## config.mk

```make
export PLATFORM = sky130hd
export DESIGN_NAME = riscv_mem_arbiter
export DESIGN_NICKNAME = d
export VERILOG_FILES = /design/src/rtl/riscv_mem_arbiter.sv
export SDC_FILE = /design/constraint.sdc
export NUM_CORES = 1
export LEC_CHECK = 0
export BUFFER_PORTS_ARGS = -buffer_cell sky130_fd_sc_hd__buf_2
export CAP_MARGIN = 20
export CORE_AREA = 2 2 284 286
export DETAILED_ROUTE_END_ITERATION = 7
export DIE_AREA = 0 0 286 288
export GPL_ROUTABILITY_DRIVEN = 0
export HOLD_SLACK_MARGIN = 0.15
export MAX_ROUTING_LAYER = met4
export PLACE_DENSITY = 0.52
export SLEW_MARGIN = 5
export SYNTH_ARGS = -nofsm -noshare
export SYNTH_HDL_FRONTEND = slang
export SYNTH_SLANG_ARGS = --single-unit
```

## constraint.sdc

```tcl
create_clock -name i_riscv_memarb_clk -period 1.8 [get_ports i_riscv_memarb_clk]
set_input_delay 0.27 -clock i_riscv_memarb_clk [delete_from_list [all_inputs] [get_ports i_riscv_memarb_clk]]
set_output_delay 0.27 -clock i_riscv_memarb_clk [all_outputs]
set_load 0.005 [all_outputs]
```

## src/rtl/riscv_mem_arbiter.sv

```systemverilog
// riscv_mem_arbiter: shares one main-memory port between the instruction cache
// (read-only) and the data cache (read/write). The winning request is latched and
// held until memory acknowledges, then ready and read data are routed back to the
// winner. Ties alternate between the two sides, and a sticky watchdog flag reports
// a memory that never answers.
module riscv_mem_arbiter #(
    parameter int unsigned DATA_WIDTH = 128,
    parameter int unsigned S_ADDR     = 23,
    parameter int unsigned TIMEOUT    = 1024,
    parameter int unsigned TO_W       = $clog2(TIMEOUT + 1)
) (
    input  logic                  i_riscv_memarb_clk,
    input  logic                  i_riscv_memarb_rst,

    // Instruction cache side
    input  logic                  i_riscv_memarb_i_rden,
    input  logic [S_ADDR-1:0]     i_riscv_memarb_i_addr,
    output logic                  o_riscv_memarb_i_ready,
    output logic [DATA_WIDTH-1:0] o_riscv_memarb_i_rdata,

    // Data cache side
    input  logic                  i_riscv_memarb_d_rden,
    input  logic                  i_riscv_memarb_d_wren,
    input  logic [S_ADDR-1:0]     i_riscv_memarb_d_addr,
    input  logic [DATA_WIDTH-1:0] i_riscv_memarb_d_wdata,
    output logic                  o_riscv_memarb_d_ready,
    output logic [DATA_WIDTH-1:0] o_riscv_memarb_d_rdata,

    // Memory side
    output logic                  o_riscv_memarb_mem_rden,
    output logic                  o_riscv_memarb_mem_wren,
    output logic [S_ADDR-1:0]     o_riscv_memarb_mem_addr,
    output logic [DATA_WIDTH-1:0] o_riscv_memarb_mem_wdata,
    input  logic                  i_riscv_memarb_mem_ready,
    input  logic [DATA_WIDTH-1:0] i_riscv_memarb_mem_rdata,

    // Status
    output logic                  o_riscv_memarb_owner,
    output logic                  o_riscv_memarb_timeout
);

    // A zero TIMEOUT gives a zero-width counter; keep at least one bit so the
    // register stays legal even though it is never used in that case.
    localparam int unsigned     CNT_W    = (TO_W < 1) ? 1 : TO_W;
    localparam logic [CNT_W-1:0] TO_LIMIT = CNT_W'(TIMEOUT);
    localparam bit              WD_EN    = (TIMEOUT != 0);

    typedef enum logic [1:0] {
        StIdle    = 2'd0,
        StBusy    = 2'd1,
        StRelease = 2'd2
    } state_e;

    state_e                  state_q;
    logic                    mem_rden_q;
    logic                    mem_wren_q;
    logic [S_ADDR-1:0]       addr_q;
    logic [DATA_WIDTH-1:0]   wdata_q;
    logic                    owner_q;
    logic                    last_grant_q;
    logic [CNT_W-1:0]        wd_cnt_q;
    logic                    timeout_q;
    logic [DATA_WIDTH-1:0]   i_rdata_q;
    logic [DATA_WIDTH-1:0]   d_rdata_q;

    logic                    i_pend;
    logic                    d_pend;
    logic                    grant_valid;
    logic                    grant_dcache;
    logic                    serve_done;
    logic [CNT_W-1:0]        wd_cnt_inc;

    // Pick the winner for the coming edge; only meaningful in IDLE and RELEASE.
    always_comb begin
        i_pend       = i_riscv_memarb_i_rden;
        d_pend       = i_riscv_memarb_d_rden | i_riscv_memarb_d_wren;
        grant_valid  = 1'b0;
        grant_dcache = 1'b0;
        case (state_q)
            StIdle: begin
                grant_valid  = i_pend | d_pend;
                // On a tie the side that did not win last time goes first.
                grant_dcache = d_pend & (~i_pend | ~last_grant_q);
            end
            StRelease: begin
                // The side just served is still withdrawing its request, so only
                // the other side can be granted in this cycle.
                if (owner_q) begin
                    grant_valid  = i_pend;
                    grant_dcache = 1'b0;
                end else begin
                    grant_valid  = d_pend;
                    grant_dcache = 1'b1;
                end
            end
            default: begin
                grant_valid  = 1'b0;
                grant_dcache = 1'b0;
            end
        endcase
    end

    // Completion strobe and saturating watchdog increment.
    always_comb begin
        serve_done = (state_q == StBusy) & i_riscv_memarb_mem_ready;
        wd_cnt_inc = wd_cnt_q + CNT_W'(1);
    end

    // Arbitration FSM with registered memory strobes, latched request and watchdog.
    always_ff @(posedge i_riscv_memarb_clk or negedge i_riscv_memarb_rst) begin
        if (!i_riscv_memarb_rst) begin
            state_q      <= StIdle;
            mem_rden_q   <= 1'b0;
            mem_wren_q   <= 1'b0;
            addr_q       <= '0;
            wdata_q      <= '0;
            owner_q      <= 1'b0;
            last_grant_q <= 1'b1;
            wd_cnt_q     <= '0;
            timeout_q    <= 1'b0;
            i_rdata_q    <= '0;
            d_rdata_q    <= '0;
        end else begin
            case (state_q)
                StIdle, StRelease: begin
                    if (grant_valid) begin
                        state_q      <= StBusy;
                        owner_q      <= grant_dcache;
                        last_grant_q <= grant_dcache;
                        wd_cnt_q     <= '0;
                        if (grant_dcache) begin
                            addr_q     <= i_riscv_memarb_d_addr;
                            wdata_q    <= i_riscv_memarb_d_wdata;
                            // A write-back wins over a simultaneous read request.
                            mem_wren_q <= i_riscv_memarb_d_wren;
                            mem_rden_q <= ~i_riscv_memarb_d_wren;
                        end else begin
                            addr_q     <= i_riscv_memarb_i_addr;
                            mem_rden_q <= 1'b1;
                            mem_wren_q <= 1'b0;
                        end
                    end else begin
                        state_q <= StIdle;
                    end
                end
                StBusy: begin
                    if (i_riscv_memarb_mem_ready) begin
                        state_q    <= StRelease;
                        mem_rden_q <= 1'b0;
                        mem_wren_q <= 1'b0;
                        if (owner_q) begin
                            d_rdata_q <= i_riscv_memarb_mem_rdata;
                        end else begin
                            i_rdata_q <= i_riscv_memarb_mem_rdata;
                        end
                    end else if (WD_EN) begin
                        if (wd_cnt_q != TO_LIMIT) begin
                            wd_cnt_q <= wd_cnt_inc;
                        end
                        if (wd_cnt_inc == TO_LIMIT) begin
                            timeout_q <= 1'b1;
                        end
                    end
                end
                default: begin
                    state_q    <= StIdle;
                    mem_rden_q <= 1'b0;
                    mem_wren_q <= 1'b0;
                end
            endcase
        end
    end

    // Route completion back to the owner; the other side keeps its last data.
    always_comb begin
        o_riscv_memarb_i_ready = serve_done & ~owner_q;
        o_riscv_memarb_d_ready = serve_done & owner_q;
        o_riscv_memarb_i_rdata = o_riscv_memarb_i_ready ? i_riscv_memarb_mem_rdata : i_rdata_q;
        o_riscv_memarb_d_rdata = o_riscv_memarb_d_ready ? i_riscv_memarb_mem_rdata : d_rdata_q;
    end

    assign o_riscv_memarb_mem_rden  = mem_rden_q;
    assign o_riscv_memarb_mem_wren  = mem_wren_q;
    assign o_riscv_memarb_mem_addr  = addr_q;
    assign o_riscv_memarb_mem_wdata = wdata_q;
    assign o_riscv_memarb_owner     = owner_q;
    assign o_riscv_memarb_timeout   = timeout_q;

endmodule

```

# After elaboration in Yosys (flattened, before gate mapping)

Cells that the tools add are included.

Eq/ne operators: 8
Reduce and logical (&&, ||, !) cells: 10
Muxes and demuxes: 21
Bitwise logic cells: 12
Add/subtract/negate cells: 1

Operator list:

| kind                  | count |
|---|---|
| $mux 128              | 2 |
| $mux 11               | 3 |
| $mux 23               | 1 |
| $pmux 11 s2           | 1 |
| $reduce_and 3->1      | 4 |
| $add 11x1->11 const B | 1 |
| $eq 11x11->1 const B  | 1 |
| $ne 11x11->1 const B  | 1 |
| $mux 1                | 8 |
| $pmux 1 s2            | 4 |
| $ne 2x2->1 const B    | 3 |
| $not 1->1             | 5 |
| $and 1x1->1           | 4 |
| $pmux 2 s2            | 1 |
| $reduce_and 2->1      | 2 |
| $reduce_and 4->1      | 1 |
| $or 1x1->1            | 3 |
| $eq 2x1->1 const B    | 1 |
| $eq 2x2->1 const B    | 1 |
| $logic_not 2->1       | 1 |
| $mux 2                | 1 |
| $ne 2x1->1 const B    | 1 |
| $reduce_bool 2->1     | 1 |
| $reduce_or 2->1       | 1 |

Output and inout port bits: 413
Bits of input ports: 308
Word-level logic and storage cells: 63
Register bits: 425

# Depth between registers and ports, before layout

Depth after elaboration: 7
Mapped depth: 8
Mapped depth without buffers: 7

# Worst setup path before layout

OpenSTA, ideal clock, no wires.

Kind: reg2reg
Start point: register wd_cnt_q[0]
End point: register timeout_q (netlist: o_riscv_memarb_timeout)
Required time: 1,734 ps
Arrival: 1,781 ps
Path buffers: 0
Cell stages (with the launch flop): 7
Clock period less this slack: 1,847 ps
Setup time: 66 ps
Path slack: -47 ps
Cell sequence: dfrtp_1 > ha_1 > and4_1 > and4_1 > mux2_2 > o22ai_1 > a41o_1

Cells in the longest elaborated chain, start to end: 3

Ends and longest elaborated chain:

| what                              | RTL line | text |
|---|---|---|
| start: declaration                | 61       | `logic [CNT_W-1:0] wd_cnt_q;` |
| start signal: assignment          | 158      | `wd_cnt_q <= wd_cnt_inc;` |
| $add 11x1->11                     | 106      | `wd_cnt_inc = wd_cnt_q + CNT_W'(1);` |
| $eq 11x11->1                      | 160      | `if (wd_cnt_inc == TO_LIMIT) begin` |
| $reduce_and 3->1 (no source line) | --       |  |
| end signal: assignment            | 120      | `timeout_q <= 1'b0;` |
| end signal: assignment            | 161      | `timeout_q <= 1'b1;` |
| end: declaration                  | 62       | `logic timeout_q;` |

No other way between the ends.
A chain may end at the register's enable or synchronous reset.

# Worst setup path after layout

Start point: register state_q[1]
End point: output o_riscv_memarb_d_rdata[59]

Cells in the longest elaborated chain, start to end: 4

Ends and longest elaborated chain:

| what                     | RTL line | text |
|---|---|---|
| start: declaration       | 54       | `state_e state_q;` |
| start signal: assignment | 112      | `state_q <= StIdle;` |
| start signal: assignment | 127      | `state_q <= StBusy;` |
| start signal: assignment | 143      | `state_q <= StIdle;` |
| $eq 2x1->1               | 105      | `serve_done = (state_q == StBusy) & i_riscv_memarb_mem_ready;` |
| $and 1x1->1              | 105      |  |
| $and 1x1->1              | 177      | `o_riscv_memarb_d_ready = serve_done & owner_q;` |
| $mux 128                 | 179      | `o_riscv_memarb_d_rdata = o_riscv_memarb_d_ready ? i_riscv_memarb_mem_rdata : d_rdata_q;` |
| end: declaration         | 27       | `output logic [DATA_WIDTH-1:0] o_riscv_memarb_d_rdata,` |

No other way between the ends.

==> results by stage <==
Logic synthesis:
- Of the synthesized area, sequential elements account for 0.590.
- The largest area contributor in the netlist is dfrtp_1.
- After synthesis the netlist holds a flip-flop and latch count of 425.
- After synthesis, the mean cell area works out to 15.4 um2.
- The netlist area before placement is 18000 um2.
- The synthesized design contains 0 enable-type register cells.
- The total of warnings raised by yosys is 0.
- The post-synthesis net count is 1478.
- Sorting the synthesized cells by area gives the leading types as dfrtp_1 (59%), mux2_2 (30%), buf_6 (1.6%).
- The post-synthesis cell count is 1167.
- The share of the synthesized area in the top cell type is 0.589.
- The most frequent cell after synthesis is mux2_2.
- The main flop type after synthesis is dfrtp_1.
- The post-synthesis async set-or-reset flop share is 1.00.
- The number of different library cells in the post-synthesis netlist is 49.
- In the synthesized netlist, the cells that appear most often are mux2_2 (488), dfrtp_1 (424), nand2_1 (32).

Placed design:
- The number of buffers inserted by port buffering is 720.
- Prior to clock tree synthesis, the placed netlist has a worst setup slack of -0.238 ns.
- The half-perimeter wire length of the detailed placement result is 41.8 mm.
- The number of cells after detailed placement is 2995.

Floorplan:
- After floorplanning, the core was divided into 104 placement rows.
- The area of the die is 82400 um2.
- The floorplan die width is 286 um.
- The count of boundary I/O pins is 721.
- The vertical die dimension is 288 um.
- The core area is 79600 um2.
- The initial core utilization is 0.226.

Worst hold path:
- The hold-critical path endpoint is o_riscv_memarb_mem_wren.
- The cell depth of the worst min-delay path is 3.
- The path class of the tightest hold or removal check is primary input to flip-flop.
- The startpoint of the most critical hold path is i_riscv_memarb_mem_ready.

Run:
- Across the run, the number of max-cap violations was 0.

Layout:
- Compared with the post-synthesis result, the final layout area differs by 61.5%.
- After the last flow step, the layout net total stands at 2614.
- In the final layout, the share of cells above drive strength 1 is 0.612.
- The number of fill cells in the layout is 7693.
- Once layout is complete, the utilization of the core stands at 0.365.
- Leaving out filler cells and counting taps, the final layout contains 3407.

Timing:
- After layout, the worst setup slack is -0.800 ns.
- In the finished design, the share of the clock period the worst path needs comes to 1.44.
- The clock period minus final worst setup slack is 2.60 ns.
- The total count of max-transition violations in the final report was 0.
- The aggregate negative setup slack is -206.12 ns.
- The total of endpoints with negative setup slack in the final report is 435.
- The worst pin sits at a relative slew slack of 0.615.
- The final hold violation count is 0.
- The worst hold-check slack is 0.219 ns.
- Setup repair after global routing could not meet its margin everywhere.
- The fmax is 385 MHz.
- For the pin with the worst max-slew slack, the measured transition is 0.577 ns.
- Between clock sinks in the finished design, the worst skew comes to 0.0147 ns.

Critical path:
- At the worst endpoint, the arrival time is 2.33 ns.
- Traced cell by cell, the critical path runs through nor2b_2 -> buf_4 -> and3_4 -> buf_12 -> buf_12 -> mux2_2 -> buf_2.
- STA puts the critical path data required time at 1.53 ns.
- The worst reg-to-reg setup slack is -0.18 ns.
- The endpoint identified for the worst register-to-register timing path is d_rdata_q[53].
- The worst register-to-register path has a depth of 8.
- In this run the worst path has a maximum fanout of 21.
- The largest individual stage delay along the critical path comes from the cell dfrtp_1.
- The startpoint of the worst-slack reg-to-reg timing path is state_q[1].
- The sort of element at the start of the critical path is a flip-flop.
- The kind of cell with the highest combined delay along the critical path is buffers and inverters.
- The total number of cells along the worst setup path is 7.
- The category of the worst setup path capture point is an output pin.
- The biggest cell delay along the critical path is 0.39 ns.
- The total buffers and inverters traversed by the critical path is 4.
- The cell that appears most often on the critical path is buf_12.
- The type of the worst setup path is flip-flop to output pin.

CTS:
- The clock passes through at most 3 buffers.
- The root buffer selected by CTS is clkbuf_16.
- The count of clock tree sinks is 425.
- The TritonCTS clock tree is built.
- In this run, CTS created clock tree buffers numbering 50.
- The clock latency of the later-clocked register in the worst-skew pair is 0.58 ns.
- In this run the number of H-tree levels came out at 2.
- After clock tree synthesis, the clock-pin slew on the worst setup and hold paths is 0.06 ns.

Run status:
- The flow ran to the end, but the final reports show violations.
- The final reports fail on negative setup slack.

Global routing:
- For this run, the total global-route usage over all layers was measured as 0.137.
- The initial antenna violation count is 5.
- The global route total overflow is 0.
- The largest net degree at the start of global routing is 47.
- The number of global-route vias before repair is 15300.
- The global-route wire length before repair is 86.6 mm.

Pwr:
- In this run the static leakage power is 13.5 nW.
- The power per cell area is 1670 nW/um2.
- The worst-case IR drop observed on VDD is 0.955 mV.

Route:
- Once detail routing completed, the nets flagged for antenna violations numbered 0.
- The via count normalized by instance count is 4.14.
- After detailed routing, the average wire length per cell comes to 16.9 um.
- For this block, the initial DRC count from the detailed router was 357.
- For this run, design rule violations remaining after detail routing come to 0.
- For this run, the detailed router's first-pass iteration total came to 4.
- The sum of routed wire length over all layers is 57.6 mm.
- The via count is 14100.
how the worst max path moves through the flow:
stage | end | startpoint
detailed placement | o_riscv_memarb_i_rdata[22] | state_q[1]
floorplan | o_riscv_memarb_i_rdata[105] | state_q[0]
global route | o_riscv_memarb_i_rdata[85] | state_q[1]
global placement | o_riscv_memarb_i_rdata[74] | state_q[1]
CTS | o_riscv_memarb_i_rdata[108] | state_q[1]
finish | o_riscv_memarb_d_rdata[59] | state_q[1]
sequential cells by signal, indices dropped and copies added, names as in the netlist:
register / flops
d_rdata_q: 128
o_riscv_memarb_mem_wdata: 128
o_riscv_memarb_timeout: 1
wd_cnt_q: 11
o_riscv_memarb_mem_wren: 1
o_riscv_memarb_mem_rden: 1
o_riscv_memarb_mem_addr: 23
i_rdata_q: 128
o_riscv_memarb_owner: 1
last_grant_q: 1
state_q: 2
area by class of cell:
class | count | area, um2 | area share
sequential | 425 | 10600 | 0.365
timing repair buffer | 1153 | 8360 | 0.287
multi-input combinational | 670 | 7040 | 0.242
clock buffer | 81 | 1580 | 0.0543
tap | 1060 | 1330 | 0.0456
clock inverter | 9 | 129 | 0.00443
antenna | 6 | 15.0 | 0.000516
inverter | 3 | 11.3 | 0.000387
placed cells by master, fill, tap and decap left out, types with 4 or more instances in the layout:
cell type / Yosys / layout
buf_12: 0 / 20
nand2b_1: 4 / 4
dfrtp_1: 424 / 424
buf_2: 17 / 662
mux2_4: 0 / 60
clkbuf_1: 1 / 13
mux2_2: 488 / 435
buf_8: 1 / 6
buf_6: 25 / 66
diode_2: 0 / 6
buf_4: 25 / 90
o21ai_0: 15 / 15
nor2_1: 11 / 11
mux2i_1: 23 / 23
nand2_1: 32 / 32
clkbuf_16: 0 / 55
dlygate4sd3_1: 0 / 306
o21ai_1: 18 / 18
mux2_1: 25 / 18
clkbuf_8: 0 / 15
nand3_1: 7 / 7
through the flow:
stage,instance area (um2),power (mW)
floorplan,18000,26.8
finish,29100,48.6
detailed placement,23600,36.1
global placement,23600,35.6
global route,29100,51.7
CTS,28900,49.0
worst min-delay path, cell delays in order:
cell and delay [ns]:
buf_2 0.11, o21ai_0 0.11, a32o_1 0.27
power breakdown:
group,switching (mW),internal (mW)
Sequential,2.06,14.4
Combinational,8.93,12.9
Clock,3.99,6.40
logic make-up (layout without fill, tap and decap cells):
logic type               count (synthesis)  after routing  synth area share
other                                    0              6                 0
XOR/XNOR                                 4              4           0.00194
AO/OA/AOI/OAI                           58             58            0.0210
flip-flops                             425            425             0.590
adder cells (fa/ha/maj)                  3              3           0.00208
buffers and inverters                   72           1246            0.0324
AND/OR/NAND/NOR                         69             69            0.0189
multiplexers                           536            536             0.333
per-layer routing:
layer  track usage  vias up  share of wire
met3        0.0338      137          0.063
met2         0.231      521           0.50
met4        0.0615        0          0.043
met1         0.153     6974           0.39
met5             -        -              0
li1              -     6457              -
repair_timing:
action                                  CTS  global route
setup buffers                             3             5
hold buffers                            306             0
endpoints found under the hold margin   835             0
gates cloned                              0             2
endpoints found under the setup margin  417           595
resized for setup                       125            17
(Power assumes the default switching activity.)
